**config.mk**
```make
export PLATFORM = sky130hd
export DESIGN_NAME = mem_arbiter
export DESIGN_NICKNAME = d
export VERILOG_FILES = /design/src/rtl/mem_arb_pkg.sv /design/src/rtl/mem_arbiter_rr_pick.sv /design/src/rtl/mem_arbiter.sv
export SDC_FILE = /design/constraint.sdc
export NUM_CORES = 1
export LEC_CHECK = 0
export CAP_MARGIN = 25
export CORE_ASPECT_RATIO = 1.2
export CORE_UTILIZATION = 43
export DETAILED_ROUTE_END_ITERATION = 7
export PLACE_DENSITY = 0.84
export RECOVER_POWER = 100
export SLEW_MARGIN = 20
export SYNTH_ARGS = -nofsm -noshare
export SYNTH_HDL_FRONTEND = slang
export SYNTH_SLANG_ARGS = --single-unit
```
**constraint.sdc**
```tcl
create_clock -name clk -period 4 [get_ports clk]
set_input_delay 0.6 -clock clk [delete_from_list [all_inputs] [get_ports clk]]
set_output_delay 0.6 -clock clk [all_outputs]
set_load 0.01 [all_outputs]
```
**src/rtl/mem_arb_pkg.sv**
```systemverilog
// Shared types and constants for the two-port memory arbiter.
package mem_arb_pkg;

    typedef enum logic [1:0] {IDLE, ACCESS, DONE} arb_state_t;

    localparam int unsigned PORT_CPU = 0;
    localparam int unsigned PORT_DBG = 1;

endpackage

```
**src/rtl/mem_arbiter_rr_pick.sv**
```systemverilog
// Two-way round-robin pick: on a tie the port not granted last time wins.
module rr_pick2 (
    input  logic [1:0] req,
    input  logic       last,
    output logic       valid,
    output logic       gnt
);

    always_comb begin
        valid = |req;
        gnt   = (&req) ? ~last : req[1];
    end

endmodule

```
**src/rtl/mem_arbiter.sv**
```systemverilog
// Round-robin arbiter sharing one exmemory between the CPU port (0) and the
// loader/debug port (1); every access is grant -> command cycle -> ack cycle.
module mem_arbiter
    import mem_arb_pkg::*;
#(
    parameter int WIDTH  = 8,
    parameter int AWIDTH = 8
) (
    input  logic              clk,
    input  logic              reset,
    input  logic              req0,
    input  logic              we0,
    input  logic [AWIDTH-1:0] adr0,
    input  logic [WIDTH-1:0]  wd0,
    output logic              ack0,
    output logic [WIDTH-1:0]  rd0,
    input  logic              req1,
    input  logic              we1,
    input  logic [AWIDTH-1:0] adr1,
    input  logic [WIDTH-1:0]  wd1,
    output logic              ack1,
    output logic [WIDTH-1:0]  rd1,
    output logic              memread,
    output logic              memwrite,
    output logic [AWIDTH-1:0] adr,
    output logic [WIDTH-1:0]  writedata,
    input  logic [WIDTH-1:0]  memdata
);

    arb_state_t        state;
    logic              gnt;
    logic              last;
    logic              pick_valid;
    logic              pick_gnt;
    logic              we_sel;
    logic [AWIDTH-1:0] adr_sel;
    logic [WIDTH-1:0]  wd_sel;

    rr_pick2 u_pick (
        .req   ({req1, req0}),
        .last  (last),
        .valid (pick_valid),
        .gnt   (pick_gnt)
    );

    always_comb begin
        we_sel  = pick_gnt ? we1  : we0;
        adr_sel = pick_gnt ? adr1 : adr0;
        wd_sel  = pick_gnt ? wd1  : wd0;
    end

    always_ff @(posedge clk) begin
        if (reset) begin
            state     <= IDLE;
            gnt       <= 1'b0;
            last      <= 1'b1;
            memread   <= 1'b0;
            memwrite  <= 1'b0;
            adr       <= '0;
            writedata <= '0;
            ack0      <= 1'b0;
            ack1      <= 1'b0;
            rd0       <= '0;
            rd1       <= '0;
        end else begin
            case (state)
                IDLE: begin
                    if (pick_valid) begin
                        state     <= ACCESS;
                        gnt       <= pick_gnt;
                        last      <= pick_gnt;
                        memread   <= ~we_sel;
                        memwrite  <= we_sel;
                        adr       <= adr_sel;
                        writedata <= wd_sel;
                    end
                end
                ACCESS: begin
                    // memread still holds this access's direction until this edge
                    if (memread) begin
                        if (gnt == 1'(PORT_DBG)) rd1 <= memdata;
                        else                     rd0 <= memdata;
                    end
                    memread  <= 1'b0;
                    memwrite <= 1'b0;
                    ack0     <= (gnt == 1'(PORT_CPU));
                    ack1     <= (gnt == 1'(PORT_DBG));
                    state    <= DONE;
                end
                DONE: begin
                    ack0  <= 1'b0;
                    ack1  <= 1'b0;
                    state <= IDLE;
                end
                default: state <= IDLE;
            endcase
        end
    end

endmodule

```
==> out/metrics.cfg <==
[layout]
areaGrowthSynthToFinish_pct = 52.7
diodes = 0
fin_nets = 298
fin_cells = 301
nFillCells = 319
drive_above_1_share_pct = 3.61

[synthesis]
synthTopCellsByCount = dfxtp_1, mux2i_1, nor2_1
synth.top_cell.area_share_pct = 46.8
syn_nets = 218
yosysWarnings = 0
yosysMostFrequentCell = dfxtp_1
yosys.area.top_type = dfxtp_1
syn_inst = 168
synth_edf_count = 0
syn_area_um2 = 1710
synthArstFlopShare_pct = 0
yosysSeqAreaShare_pct = 46.8
synth_cell_types = 25
syn_avg_cell_area_um2 = 10.2
synth-seq-cells = 40
synth_area_leaders = dfxtp_1, mux2i_1, nor2_1
ys.flop_type = dfxtp_1

[route]
drc = 0
vias = 1465
drt_iter0_drc = 12
finalWirelength_um = 3890
ant_nets = 0
viasPerCell = 4.87
wl_per_cell_um = 12.9
dr.pass1.iters = 3

[floorplanning]
die_h_um = 71.1
core-area_um2 = 3720
rows = 24
start_util_pct = 45.9
die_area_um2 = 4240
die_w_um = 59.6
pin_count = 82

[critical_path]
endpoint_kind = flop
cp-start-kind = input port
setup.worst_path.start = req1
cp_slowest_cell = clkbuf_1
worstPathBufferInverterCount = 2
crit_fanout = 18
r2r_start = last$_SDFFE_PP1P_
critPathTopFamily = buffers and inverters
critPathRequiredTime_ns = 4.19
arrival_ns = 2.92
cp_slowest_stage_delay_ns = 0.97
worstPathCellList = dlygate4sd3_1 > a21boi_0 > clkbuf_1 > mux2i_1 > a31o_2
crit_type = in -> reg

[clocking]
cts.path.max_buffers = 2
clkTransAtPathRegs_ns = 0.08
cts_resized = 0
clk_latency_ns = 0.29
numCtsBuffers = 5
cts-htree-levels = 2
clkSinkCount = 40
cts_hold_buf = 0
cts_setup_buffers = 0
cts_tree = built
cts_root_buf = clkbuf_8

[pwr]
intPower_w = 0.000750
clkPwrFrac_pct = 31.8
fin_total_pwr_w = 0.00101
seqPwrFrac_pct = 44.8
combPwrFrac_pct = 23.5
cellLeakagePower_nw = 1.21
p_per_area_nw_per_um2 = 387
switching_power_w = 0.000260
ir_drop_v = 0.000231
switching_share_pct = 25.7

[timing]
rsz0062_at_grt = no
fmax_mhz = 367
drv_slew = 0
period_minus_slack_ns = 2.72
worstMarginPinSlew_ns = 1.29
finalSetupViolCount = 0
worst_slack_ns = 1.28
hold_viol = 0
max-slew-margin-rel_pct = 13.7
clock_skew_ns = 0.00651
layout_worst_path_cycle_share_pct = 68.1
setup-tns-final_ns = 0

[global_route]
grt_pass1_wl_um = 6030
grt_start_max_net_pins = 35
grt_use_total_pct = 19.1
grt_pass1_vias = 1370
grt_overflow = 0
grt_antenna_before_repair = 0

[placed_design]
pre_cts_slack_ns = 1.58
gp_congestion = 0.715
dpl.cell_count = 292
hpwl_um = 2850
portBuffers = 81

[min_path]
hold_path.startpoint = ack1$_SDFFE_PP0P_
hold_path.class = reg -> reg

[outcome]
outcome = finished clean

[job]
cap_violations = 0

==> through the flow <==
stage	cell area, µm²	hold WS (ns)	util (%)
6_report	2610	0.471	70.1
4_1_cts	2610	0.482	70.0
3_3_place_gp	2500	0.464	67.1
3_5_place_dp	2500	0.471	67.1
5_1_grt	2610	0.516	70.1
2_1_floorplan	1710	0.487	-
==> area by class of cell <==
cell class / count / area (µm²) / share of cell area, %
sequential: 40 / 801 / 30.7
timing repair buffer: 84 / 833 / 31.9
clock buffer: 6 / 72.6 / 2.78
multi-input combinational: 113 / 790 / 30.2
tap: 52 / 65.1 / 2.49
inverter: 4 / 15.0 / 0.575
clock inverter: 2 / 35.0 / 1.34
==> layout by cell type (no fill, tap or decap), types with 2 or more instances in the layout <==
cell,count
inv_1,4
ha_1,4
dfxtp_1,40
mux2i_1,36
a21oi_1,6
clkdlybuf4s50_1,43
nor2_1,36
o21ai_0,6
clkbuf_1,3
a211oi_1,12
clkbuf_8,5
dlygate4sd3_1,38
nand3b_1,2
==> flip-flops by register name, indices dropped and copies added (netlist names), 2 cells and up <==
signal,flops
adr,8
rd0,8
rd1,8
writedata,8
state,2
==> worst register-to-register path, delay by kind of cell, from the launching register on <==
family                 cells  cell delay, ns
buffers and inverters      1            0.97
AO/OA/AOI/OAI              2            0.44
flip-flops                 1            0.33
multiplexers               1            0.25
==> cells by family after synthesis <==
logic type,count (synthesis),share of synthesized area [%]
muxes,36,21.1
buffers and inverters,15,6.80
adders and majority gates,4,2.93
DFF,40,46.8
and+or+nand+nor,43,10.5
AOI/OAI and AO/OA,30,11.9
==> power by group through the flow <==
stage	combinational [W]	sequential, W	clock (W)
global route	0.000260	0.000457	0.000341
floorplan	0.000121	0.000476	0
finish	0.000237	0.000452	0.000321
CTS	0.000247	0.000454	0.000330
global placement	0.000242	0.000462	0
detailed placement	0.000246	0.000463	0
==> final timing paths <==
kind / endpoint / slack [ns] / cells after the start
setup / recovery: memread$_SDFFE_PP0P_ / 1.28 / 5
hold / removal: ack1$_SDFFE_PP0P_ / 0.47 / 2
setup reg to reg: memread$_SDFFE_PP0P_ / 1.92 / 4
hold reg to reg: ack1$_SDFFE_PP0P_ / 0.47 / 2
==> layer usage <==
| metal | routed length, µm | GRT usage [%] |
|---|---|---|
| met5 | 0 | 0 |
| met4 | 67 | 8.53 |
| met3 | 509 | 10.1 |
| met2 | 1730 | 31.8 |
| met1 | 1590 | 19.6 |
No activity file was read; power rests on OpenSTA's default activity.
